===== src/rtl/chase_pkg.sv =====
// rtl/chase_pkg.sv - shared states, duty width and error-to-duty helpers for chase_motor_ctrl
package chase_pkg;

  localparam int DUTY_W    = 8;
  localparam int SLEW_STEP = 16;

  typedef enum logic [2:0] {
    STOP   = 3'd0,
    HOLD   = 3'd1,
    TURN_L = 3'd2,
    TURN_R = 3'd3,
    FWD    = 3'd4,
    REV    = 3'd5,
    SEARCH = 3'd6
  } state_t;

  function automatic logic [9:0] abs10(input logic signed [9:0] v);
    return v[9] ? 10'(-v) : 10'(v);
  endfunction

  // Magnitude is taken before the shift so negative errors scale identically.
  function automatic logic [DUTY_W-1:0] sat_duty(input logic signed [9:0] err,
                                                 input int shift, input int dmax);
    logic [17:0] scaled;
    scaled = {8'd0, abs10(err)} << shift;
    return (scaled > 18'(dmax)) ? DUTY_W'(dmax) : scaled[DUTY_W-1:0];
  endfunction

  function automatic logic [DUTY_W-1:0] slew_step(input logic [DUTY_W-1:0] cur,
                                                  input logic [DUTY_W-1:0] tgt);
    if (tgt > cur)
      return (tgt - cur > DUTY_W'(SLEW_STEP)) ? cur + DUTY_W'(SLEW_STEP) : tgt;
    else
      return (cur - tgt > DUTY_W'(SLEW_STEP)) ? cur - DUTY_W'(SLEW_STEP) : tgt;
  endfunction

endpackage


===== src/rtl/pwm_gen.sv =====
// rtl/pwm_gen.sv - one wheel PWM: free-running counter, duty/dir loaded only at wrap
// Optional SLEW_LIMIT_EN ramps duty by 16 per period and ramps through zero on reversal.
module pwm_gen
  import chase_pkg::*;
(
  input  logic              clk,
  input  logic              rst_n,
  input  logic [DUTY_W-1:0] cmd_duty,
  input  logic              cmd_dir,
  input  logic              stop,
  output logic              pwm,
  output logic              act_dir
);

  logic [DUTY_W-1:0] cnt;
  logic [DUTY_W-1:0] act_duty;

  always_ff @(posedge clk) begin
    if (!rst_n) begin
      cnt      <= '0;
      act_duty <= '0;
      act_dir  <= 1'b1;
    end else begin
      cnt <= cnt + 1'b1;
`ifdef SLEW_LIMIT_EN
      if (stop) begin
        act_duty <= '0;
        if (&cnt) act_dir <= cmd_dir;
      end else if (&cnt) begin
        if (cmd_dir != act_dir) begin
          // Reversal: run down to zero first, flip only on a period that is already idle.
          if (act_duty == '0) act_dir <= cmd_dir;
          else act_duty <= slew_step(act_duty, {DUTY_W{1'b0}});
        end else begin
          act_duty <= slew_step(act_duty, cmd_duty);
        end
      end
`else
      if (&cnt) begin
        act_duty <= stop ? '0 : cmd_duty;
        act_dir  <= cmd_dir;
      end
`endif
    end
  end

  assign pwm = (cnt < act_duty);

endmodule


===== src/rtl/chase_motor_ctrl.sv =====
// rtl/chase_motor_ctrl.sv - frame-driven chase FSM with lost-target search and frame watchdog
// Optional SLEW_LIMIT_EN (passed to pwm_gen) limits duty slew at each PWM wrap.
module chase_motor_ctrl
  import chase_pkg::*;
#(
  parameter int X_CENTER    = 160,
  parameter int X_DB        = 12,
  parameter int R_DB        = 3,
  parameter int KX_SHIFT    = 1,
  parameter int KR_SHIFT    = 3,
  parameter int DUTY_MAX    = 200,
  parameter int SEARCH_DUTY = 96,
  parameter int LOST_FRAMES = 16,
  parameter int WDOG_CYCLES = 2_000_000
) (
  input  logic       clk,
  input  logic       rst_n,
  input  logic       frame_valid,
  input  logic [8:0] x,
  input  logic [6:0] rad,
  input  logic [6:0] goal_rad,
  input  logic       target_valid,
  output logic       mot_l_dir,
  output logic       mot_r_dir,
  output logic       mot_l_pwm,
  output logic       mot_r_pwm,
  output logic [2:0] state
);

  localparam int LW = $clog2(LOST_FRAMES + 1);
  localparam int WW = $clog2(WDOG_CYCLES + 1);

  state_t             cur_state, next_state;
  logic [DUTY_W-1:0]  duty, next_duty;
  logic [LW-1:0]      lost_cnt, next_lost;
  logic [WW-1:0]      wdog_cnt, next_wdog;

  logic signed [9:0]  ex;
  logic signed [7:0]  er;
  logic signed [9:0]  er_ext;
  logic [9:0]         ex_abs, er_abs;
  logic [DUTY_W-1:0]  turn_duty, drive_duty;
  logic               dir_l, dir_r;

  assign ex         = $signed({1'b0, x}) - $signed(10'(X_CENTER));
  assign er         = $signed({1'b0, goal_rad}) - $signed({1'b0, rad});
  assign er_ext     = {{2{er[7]}}, er};
  assign ex_abs     = abs10(ex);
  assign er_abs     = abs10(er_ext);
  assign turn_duty  = sat_duty(ex, KX_SHIFT, DUTY_MAX);
  assign drive_duty = sat_duty(er_ext, KR_SHIFT, DUTY_MAX);

  always_ff @(posedge clk) begin
    if (!rst_n) begin
      cur_state <= STOP;
      duty      <= '0;
      lost_cnt  <= '0;
      wdog_cnt  <= '0;
    end else begin
      cur_state <= next_state;
      duty      <= next_duty;
      lost_cnt  <= next_lost;
      wdog_cnt  <= next_wdog;
    end
  end

  always_comb begin
    next_state = cur_state;
    next_duty  = duty;
    next_lost  = lost_cnt;
    next_wdog  = wdog_cnt;
    // A frame on the terminal watchdog cycle takes precedence over the forced stop.
    if (frame_valid) begin
      next_wdog = '0;
      if (!target_valid) begin
        if (lost_cnt < LW'(LOST_FRAMES)) next_lost = lost_cnt + 1'b1;
        if (lost_cnt >= LW'(LOST_FRAMES - 1)) begin
          next_state = SEARCH;
          next_duty  = DUTY_W'(SEARCH_DUTY);
        end
      end else begin
        next_lost = '0;
        if (ex_abs > 10'(X_DB)) begin
          next_state = ex[9] ? TURN_L : TURN_R;
          next_duty  = turn_duty;
        end else if (er_abs > 10'(R_DB)) begin
          next_state = er[7] ? REV : FWD;
          next_duty  = drive_duty;
        end else begin
          next_state = HOLD;
          next_duty  = '0;
        end
      end
    end else if (wdog_cnt >= WW'(WDOG_CYCLES - 1)) begin
      next_wdog  = WW'(WDOG_CYCLES);
      next_state = STOP;
      next_duty  = '0;
    end else begin
      next_wdog = wdog_cnt + 1'b1;
    end
  end

  always_comb begin
    dir_l = 1'b1;
    dir_r = 1'b1;
    case (cur_state)
      TURN_L:         dir_l = 1'b0;
      TURN_R, SEARCH: dir_r = 1'b0;
      REV: begin
        dir_l = 1'b0;
        dir_r = 1'b0;
      end
      default: ;
    endcase
  end

  pwm_gen u_pwm_l (
    .clk      (clk),
    .rst_n    (rst_n),
    .cmd_duty (duty),
    .cmd_dir  (dir_l),
    .stop     (cur_state == STOP),
    .pwm      (mot_l_pwm),
    .act_dir  (mot_l_dir)
  );

  pwm_gen u_pwm_r (
    .clk      (clk),
    .rst_n    (rst_n),
    .cmd_duty (duty),
    .cmd_dir  (dir_r),
    .stop     (cur_state == STOP),
    .pwm      (mot_r_pwm),
    .act_dir  (mot_r_dir)
  );

  assign state = cur_state;

endmodule


===== config.mk =====
export PLATFORM = sky130hd
export DESIGN_NAME = chase_motor_ctrl
export DESIGN_NICKNAME = d
export VERILOG_FILES = /design/src/rtl/chase_pkg.sv /design/src/rtl/pwm_gen.sv /design/src/rtl/chase_motor_ctrl.sv
export SDC_FILE = /design/constraint.sdc
export NUM_CORES = 1
export LEC_CHECK = 0
export ABC_AREA = 1
export ABC_CLOCK_PERIOD_IN_PS = 2500
export CORE_MARGIN = 4
export CORE_UTILIZATION = 53
export DETAILED_ROUTE_END_ITERATION = 12
export GPL_ROUTABILITY_DRIVEN = 0
export PLACE_DENSITY = 0.75
export SKIP_LAST_GASP = 1
export SLEW_MARGIN = 20
export SYNTH_ARGS = -nofsm -noshare
export SYNTH_HDL_FRONTEND = slang
export SYNTH_SLANG_ARGS = --single-unit

===== constraint.sdc =====
create_clock -name clk -period 2.5 [get_ports clk]
set_input_delay 0.5 -clock clk [delete_from_list [all_inputs] [get_ports clk]]
set_output_delay 0.5 -clock clk [all_outputs]
set_load 0.01 [all_outputs]

; Word-level counts from Yosys, hierarchy flattened
; Cells that the tools add are included.
[word_totals]
register_bits = 71
in_bits = 27
output_inout_bits = 7
elab_cells = 69
[classes]
n_addsub = 8
n_lt_le_gt_ge = 9
eq_ne = 5
muxes = 24
bitwise = 1
n_reduce_logical = 11
[op_table]
columns = operator, count
row1 = two-way mux 8 bit, 9
row2 = adder 21 x 1 -> 21 bit (second input constant), 1
row3 = >= comparator 21 bit (second input constant), 1
row4 = two-way mux 21 bit, 1
row5 = two-way mux 10 bit, 2
row6 = two-way mux 3 bit, 6
row7 = adder 8 x 1 -> 8 bit (second input constant), 2
row8 = < comparator 8 bit, 2
row9 = AND reduction 8 bit, 2
row10 = > comparator 13 x 8 -> 1 bit (second input constant), 1
row11 = > comparator 11 x 8 -> 1 bit (second input constant), 1
row12 = > comparator 10 x 2 -> 1 bit (second input constant), 1
row13 = > comparator 10 x 4 -> 1 bit (second input constant), 1
row14 = two-way mux 5 bit, 2
row15 = negator 10 bit, 1
row16 = negator 8 -> 10 bit, 1
row17 = subtractor 9 x 8 -> 10 bit (second input constant), 1
row18 = subtractor 7 x 7 -> 8 bit, 1
row19 = equality test 3 x 2 -> 1 bit (second input constant), 2
row20 = equality test 3 bit (second input constant), 2
row21 = OR reduction 3 bit, 2
row22 = adder 5 x 1 -> 5 bit (second input constant), 1
row23 = >= comparator 5 x 4 -> 1 bit (second input constant), 1
row24 = < comparator 5 bit (second input constant), 1
row25 = other kinds (7), 13

; Logic depth before layout (Yosys ltp)
; Gate-level depths: netlist of run 1.
[depth]
word_depth = 9
ltp_mapped = 19
mapped_depth_nobuf = 19

; By module
; A second synthesis of run 1 with hierarchy kept.
[hier_totals]
cells_unflattened = 686
hier_area_um2 = 4604.4
[by_module_without_submodules]
columns = module, instances, cells_each, area_each_um2, seq_area_each_um2
row1 = chase_motor_ctrl, 1, 460, 2862.7, 720.7
row2 = pwm_gen, 2, 113, 870.8, 340.3

; Worst setup path after synthesis of run 1
; Ideal clock, no wire load.
[synth_path]
path_kind = in2reg
start = input port goal_rad[0]
end = register duty[3]
setup_ps = 134
arrival_ps = 2369
required_ps = 2366
setup_slack_ps = -3
stages = 17
path_cell_list = inv_1 > ha_1 > fa_1 > ha_1 > inv_1 > nor2_1 > nand3_2 > nor2_2 > nand3_1 > nand3_1 > nand3_1 > nor2_2 > nand2_1 > nand2_1 > nand2_1 > nand2_1 > a21oi_2
[synth_via]
elab_chain_cells = 9
elab_cells_between_ends = 10
[synth_rtl]
columns = element, line
row1 = start: declaration, chase_motor_ctrl.sv:21  ; input logic [6:0] goal_rad,
row2 = subtractor 7 x 7 -> 8 bit *, chase_motor_ctrl.sv:46  ; assign er = $signed({1'b0, goal_rad}) - $signed({1'b0, rad});
row3 = negator 8 -> 10 bit, chase_pkg.sv:18  ; return v[9] ? 10'(-v) : 10'(v);
row4 = two-way mux 10 bit *, chase_pkg.sv:18
row5 = > comparator 13 x 8 -> 1 bit, chase_pkg.sv:26  ; return (scaled > 18'(dmax)) ? DUTY_W'(dmax) : scaled[DUTY_W-1:0];
row6 = two-way mux 8 bit, chase_pkg.sv:26
row7 = two-way mux 8 bit *, chase_motor_ctrl.sv:86  ; end else if (er_abs > 10'(R_DB)) begin
row8 = two-way mux 8 bit *, chase_motor_ctrl.sv:83  ; if (ex_abs > 10'(X_DB)) begin
row9 = two-way mux 8 bit *, chase_motor_ctrl.sv:75  ; if (!target_valid) begin
row10 = two-way mux 8 bit *, chase_motor_ctrl.sv:73  ; if (frame_valid) begin
row11 = end signal: assignment, chase_motor_ctrl.sv:61  ; duty <= next_duty;
row12 = end: declaration, chase_motor_ctrl.sv:34  ; logic [DUTY_W-1:0] duty, next_duty;
; Mark *: on every way between the ends. The rest lies on a longest branch, timed or not.
; A chain may end at the register's enable or synchronous reset.

; Worst setup path in the final report of run 1
; Same ends and word-level chain as after synthesis.

==> flow_summary.ini, run 1 <==
[status]
status = finished clean

[die]
die_h_um = 99.3
core-area_um2 = 8180
die_area_um2 = 9860
die_w_um = 99.3
initial_core_util_pct = 54.0
rows = 33
ioPinCount = 34

[yosys]
syn_nets = 697
synth_mux_area_share_pct = 0
ys_seq_area_share_pct = 30.8
synthSimpleGateAreaFrac_pct = 33.5
synth_top_area_cell = dfxtp_1
synth_compound_area_share_pct = 13.7
ys_ff_latch = 68
synth_ff_type = dfxtp_1
synth_top_cell_area_share_pct = 30.8
yosys.area_share.xor_xnor_pct = 3.40
synthTopCellsByCount = nand2_1 (128), inv_1 (102), nor2_1 (69)
synth_edf_count = 0
synth_most_common_cell = nand2_1
synth.top_cells.by_area = dfxtp_1 (31%), nand2_1 (11%), inv_1 (8.7%)
syn-cell-area_um2 = 4420
synth_cell_types = 45
synth_fa_ha_area_share_pct = 8.67
netlist_instances = 640
synthArstFlopShare_pct = 0
yosysWarnings = 0
synth_top_family_by_area = simple AND/OR/NAND/NOR gates
syn_avg_cell_area_um2 = 6.90

[sta]
clock_skew_ns = 0.0148
finalCriticalPeriod_ns = 2.44
final-hold-violation-count = 0
setup_viol = 0
worst_slew_pin_slew_ns = 0.485
finalCritPeriodShare_pct = 97.5
rsz0062_at_grt = yes
slew_headroom_pct = 67.6
slew_viol_final = 0
max_freq_mhz = 410

[clock_network]
cts_root_buf = clkbuf_8
htree_levels = 3
cts_buffers = 9
cts_tree = yes
cts.sinks = 68
clock_path_buffers = 2
cts.clk_slew.worst_paths_ns = 0.07
clk_latency_ns = 0.34
holdBufCountCts = 0

[critical_path]
r2r_slack_ns = 0.33
crit_type = in2reg
rr_startpoint = wdog_cnt[0]
worstRegToRegCells = 13
max_stage_delay_ns = 0.52
startpoint = goal_rad[0]
crit_fanout = 4
cp.arrival_ns = 2.65
r2r-end = wdog_cnt[14]
path_delay_family = simple AND/OR/NAND/NOR gates
worstPathCellList = clkbuf_2, inv_1, ha_2, fa_1, ha_2, inv_2, nor2_2, nand3_2, buf_4, nand2_2, nand2_2, nand2_2, nand3_1, nor2_2, nor2_2, nand2_1, nand2_1, nand2_1, a21oi_2
crit_slowest_cell = fa_1
end_kind = flip-flop
path_buf_inv = 4
crit_end = duty[3]
cp-start-kind = input port
cp_num_cells = 19
worstPathRequired_ns = 2.72

[global_routing]
track_usage_pct = 19.0
grt_max_degree = 25
grt_antenna_before_repair = 0
grt_pass1_vias = 3791
grt_pass1_wl_mm = 15.8
overflow = 0

[drt]
ant_nets = 0
first_pass_iters = 4
remaining_drc_errors = 0
vias = 4204
wl_per_cell_um = 11.8
viasPerCell = 5.08
drt-total-wl_mm = 9.75
drtIter0Drc = 160

[layout]
stdcell_count = 828
final_net_count = 776
post-route-util_pct = 67.4
layout-drive-gt1-share_pct = 21.7
area_delta_synth_final_pct = 24.8
n_antenna_cell = 0

[placed_design]
hpwlAfterDp_mm = 7.26
place_inst = 808
io_buffers = 33

[flow_run]
maxCapViolations = 0

[pwr]
ir_drop_mv = 0.257
p_per_area_nw_per_um2 = 481
p_leak_nw = 2.41

[worst_hold_path]
hp-class = reg2reg
[flip-flops by register name (all words and copies together) (netlist names)]
name / flops
wdog_cnt: 21
u_pwm_l.cnt: 8
u_pwm_r.cnt: 8
duty: 7
u_pwm_l.act_duty: 7
u_pwm_r.act_duty: 7
lost_cnt: 5
state: 3
u_pwm_l.act_dir: 1
u_pwm_r.act_dir: 1
[power by group]
| part | total (W) | switching, W | internal (W) | leakage, nW |
|---|---|---|---|---|
| sequential | 0.00112 | 0.0000171 | 0.00110 | 0.551 |
| clock | 0.000869 | 0.000417 | 0.000452 | 0.0959 |
| combinational | 0.000663 | 0.000365 | 0.000298 | 1.76 |
| total | 0.00265 | 0.000799 | 0.00185 | 2.41 |
[cell families after synthesis]
kind of cell	after synthesis
adder cells (fa/ha/maj)	30
AND/OR/NAND/NOR	313
XOR/XNOR	15
AO/OA/AOI/OAI	99
buffers and inverters	115
flip-flops	68
[area by class of cell]
class / count / area [um^2]
Sequential cell: 68 / 1360
Timing Repair Buffer: 74 / 623
Multi-Input combinational cell: 457 / 2810
Fill cell: 707 / 2660
Inverter: 109 / 409
Clock buffer: 10 / 128
Tap cell: 105 / 131
Clock inverter: 5 / 53.8
[layout by cell type, fill, tap and decap left out, types with 4 or more instances in the layout]
| cell type | synthesis | final |
|---|---|---|
| nor2_2 | 11 | 10 |
| buf_4 | 0 | 41 |
| a21oi_2 | 4 | 6 |
| nor2_4 | 3 | 5 |
| o211ai_1 | 4 | 4 |
| dfxtp_1 | 68 | 68 |
| nor2_1 | 69 | 68 |
| a21oi_1 | 45 | 42 |
| clkdlybuf4s50_1 | 0 | 25 |
| nand3_1 | 47 | 39 |
| nand4_1 | 6 | 6 |
| xor2_1 | 10 | 10 |
| ha_1 | 29 | 21 |
| nand2_2 | 16 | 24 |
| nand2_1 | 128 | 118 |
| ha_4 | 0 | 6 |
| inv_2 | 6 | 11 |
| nor3_1 | 8 | 7 |
| clkbuf_8 | 0 | 9 |
| o21ai_1 | 1 | 5 |
| a21oi_4 | 3 | 4 |
| o21ai_0 | 26 | 22 |
| nor3b_1 | 6 | 6 |
| nand3_2 | 5 | 13 |
| xnor2_1 | 4 | 4 |
| inv_1 | 102 | 97 |
| o21a_1 | 4 | 4 |
| nor3_2 | 3 | 4 |
[worst reg2reg max path: cells and delay by family (launching register included)]
kind / cells / cell delay [ns]
simple gates: 8 / 1.21
flops: 1 / 0.38
compound gates: 2 / 0.20
fa+ha+maj: 1 / 0.18
buf+inv: 2 / 0.11
[metal layers]
layer | routed length [um] | up-vias | GRT usage [%]
met5 | 0 | - | 0
met3 | 265 | 14 | 3.51
met4 | 165 | 0 | 5.99
met2 | 4750 | 53 | 33.1
li1 | - | 2218 | -
met1 | 4560 | 1919 | 23.9
[worst min-delay path by stage]
stage / end / from / cells past startpoint / slack [ns]
after detailed placement: u_pwm_r.cnt[0] / u_pwm_r.cnt[0] / 1 / 0.44
after global placement: u_pwm_l.cnt[0] / u_pwm_l.cnt[0] / 1 / 0.43
after global routing: u_pwm_l.act_duty[6] / u_pwm_l.act_duty[6] / 2 / 0.47
final: u_pwm_l.cnt[0] / u_pwm_l.cnt[0] / 1 / 0.45
after floorplan: u_pwm_l.cnt[0] / u_pwm_l.cnt[0] / 1 / 0.42
after CTS: u_pwm_l.cnt[0] / u_pwm_l.cnt[0] / 1 / 0.46
[per-stage QoR]
step / area, um^2 / power, W / setup TNS, ns / hold slack (ns) / setup slack (ns)
final: 5510 / 0.00265 / 0 / 0.448 / 0.0615
after floorplan: 4420 / 0.00150 / -0.00275 / 0.418 / -0.00275
after global routing: 5510 / 0.00278 / -0.421 / 0.475 / -0.0929
after CTS: 5320 / 0.00259 / 0 / 0.455 / 0.00295
after global placement: 5120 / 0.00170 / -3.55 / 0.430 / -0.519
after detailed placement: 5120 / 0.00172 / -4.32 / 0.444 / -0.617
[timing repair]
item / CTS / global route
buffers inserted: 0 / 5
setup endpoints to repair: 9 / 10
gates resized for setup: 14 / 52
pin swaps: 9 / 30
(Power assumes the default switching activity.)
==> inputs of run 2 (changes only) <==
--- a/config.mk
+++ b/config.mk
@@ -9,6 +9,7 @@
 export ABC_CLOCK_PERIOD_IN_PS = 2500
 export CORE_MARGIN = 4
 export CORE_UTILIZATION = 53
+export CTS_CLUSTER_SIZE = 28
 export DETAILED_ROUTE_END_ITERATION = 12
 export GPL_ROUTABILITY_DRIVEN = 0
 export PLACE_DENSITY = 0.75
==> results of run 2 <==
No change in the layout: final DEF, timing and power equal those of run 1.
==> inputs of run 3 (changes only) <==
--- a/config.mk
+++ b/config.mk
@@ -13,8 +13,10 @@
 export DETAILED_ROUTE_END_ITERATION = 12
 export GPL_ROUTABILITY_DRIVEN = 0
 export PLACE_DENSITY = 0.75
+export SKIP_CTS_REPAIR_TIMING = 1
 export SKIP_LAST_GASP = 1
 export SLEW_MARGIN = 20
 export SYNTH_ARGS = -nofsm -noshare
 export SYNTH_HDL_FRONTEND = slang
 export SYNTH_SLANG_ARGS = --single-unit
+export TNS_END_PERCENT = 50
==> constraint.sdc (replaced) <==
create_clock -name clk -period 2.5 [get_ports clk]
set_input_delay 0.25 -clock clk [delete_from_list [all_inputs] [get_ports clk]]
set_output_delay 0.25 -clock clk [all_outputs]
set_load 0.01 [all_outputs]
==> run 3 against run 2 <==
Against the previous run:
- global-route usage is 0.12 points higher
- register-to-register slack improved by 0.03 ns
- count of clock-buffer cells in the layout up 2
- clock power grew 29%
- sequential power about the same
- critical path type is now reg2out
- highest routed layer unchanged
==> flow_summary.ini, run 3 (synthesis results as in run 1) <==
[status]
status = finished clean

[layout]
final_common_cell = nand2_1
final_net_count = 757
layout-drive-gt1-share_pct = 15.9
multi_input_area_um2 = 2660
regMostFlops = wdog_cnt
n_antenna_cell = 0
stdcell_count = 810
fin_area_um2 = 5310
reg_top3 = wdog_cnt: 21 flops, u_pwm_l.cnt: 8 flops, u_pwm_r.cnt: 8 flops
largest_register_ffs = 21
seq_area_um2 = 1360
area_delta_synth_final_pct = 20.3
fillCellCount = 719
final_cell_mix = nand2_1 (126), inv_1 (99), dfxtp_1 (68)

[worst_hold_path]
hp-class = reg2reg
min_from = u_pwm_l.cnt[0]
hold_end = u_pwm_l.cnt[0]
hold_depth = 1

[critical_path]
r2r_slack_ns = 0.36
crit_type = reg2out
path_buf_inv = 2
worstPathRequired_ns = 2.25
worstRegToRegCells = 13
rr_startpoint = wdog_cnt[0]
end_kind = output pin
r2r-end = wdog_cnt[6]
crit_fanout = 2
path_delay_family = buffers and inverters
worstPathCellList = inv_1, ha_1, a21oi_1, nand2_1, nand3_1, nand2_1, o21ai_0, nand2_1, a21oi_1, clkdlybuf4s50_1
max_stage_delay_ns = 0.54
cp-start-kind = flip-flop
cpMostUsedCell = nand2_1
cp.arrival_ns = 2.21
cp_num_cells = 10
crit_slowest_cell = clkdlybuf4s50_1

[clock_network]
clk_latency_ns = 0.34
cts.clk_slew.worst_paths_ns = 0.07
cts_buffers = 9
cts_root_buf = clkbuf_8
clock_path_buffers = 2
cts.sinks = 68
htree_levels = 3
cts_tree = yes

[global_routing]
grt_util_met1_pct = 24.0
track_usage_pct = 19.2
overflow = 0
grt_pass1_wl_mm = 15.9
grt_busiest_layer = met2
grt_pass1_vias = 3866
grt_util_met3_pct = 3.65
met2_usage_pct = 33.1
grt_max_degree = 24
grt_antenna_before_repair = 0

[flow_run]
maxCapViolations = 0

[drt]
viasPerCell = 5.05
drtIter0Drc = 139
ant_nets = 0
first_pass_iters = 6
drt-total-wl_mm = 9.03
wl_per_cell_um = 11.1
vias = 4090
remaining_drc_errors = 0

[die]
rows = 33
initial_core_util_pct = 54.0
die_h_um = 99.3
ioPinCount = 34
core-area_um2 = 8180
die_w_um = 99.3
die_area_um2 = 9860

[placed_design]
io_buffers = 33
pre_cts_slack_ns = -0.341
place_area_um2 = 5010
place_inst = 794
hpwlAfterDp_mm = 7.13

[sta]
finalCritPeriodShare_pct = 98.4
setup_viol = 0
max_freq_mhz = 407
slew_viol_final = 0
clock_skew_ns = 0.00681
worst_slew_pin_slew_ns = 0.403
finalCriticalPeriod_ns = 2.46
slew_headroom_pct = 73.1
setup_tns_ns = 0
rsz0062_at_grt = yes
final-hold-violation-count = 0
setup_slack_ns = 0.0406

[pwr]
p_per_area_nw_per_um2 = 528
p_leak_nw = 2.34
power_w = 0.00281
ir_drop_mv = 0.318
==> run 3: worst max path at each step <==
| stage | start | to | slack [ns] |
|---|---|---|---|
| 2_1_floorplan | goal_rad[0] | duty[3] | 0.25 |
| 3_3_place_gp | goal_rad[0] | duty[3] | -0.27 |
| 3_5_place_dp | goal_rad[0] | duty[3] | -0.34 |
| 4_1_cts | u_pwm_r.act_duty[3] | mot_r_pwm | -0.08 |
| 5_1_grt | u_pwm_l.act_duty[3] | mot_l_pwm | -0.17 |
| 6_report | u_pwm_l.act_duty[3] | mot_l_pwm | 0.04 |
==> run 3: per-stage QoR <==
stage	util [%]	hold slack, ns
floorplan	-	0.388
global placement	61.3	0.431
detailed placement	61.3	0.440
CTS	64.4	0.453
global route	65.0	0.461
finish	65.0	0.455
==> run 3: report_power, final <==
group / switching [W] / leakage [nW] / total (W) / internal, W
Sequential: 0.0000164 / 0.551 / 0.00112 / 0.00110
Combinational: 0.000320 / 1.66 / 0.000562 / 0.000243
Clock: 0.000406 / 0.127 / 0.00112 / 0.000716
Total: 0.000743 / 2.34 / 0.00281 / 0.00206
==> run 3: final cells by class <==
class,count,area share (%)
Multi-Input combinational cell,457,50.0
Sequential cell,68,25.6
Timing Repair Buffer,55,9.47
Tap cell,105,2.47
Clock buffer,12,2.92
Inverter,109,7.70
Clock inverter,4,1.79
==> run 3: layer usage <==
metal	part of all wire (%)	up-vias	routed length (um)
met2	48	70	4320
met5	0	-	0
li1	-	2175	-
met4	1.1	0	102
met3	3.8	10	342
met1	47	1835	4260
==> run 3: worst reg2reg max path: cells and delay by family (launching register included) <==
family	cells	cell delay, ns
DFF	1	0.37
buffers and inverters	3	0.32
AOI/OAI and AO/OA	1	0.05
adders and majority gates	1	0.18
and+or+nand+nor	8	1.10
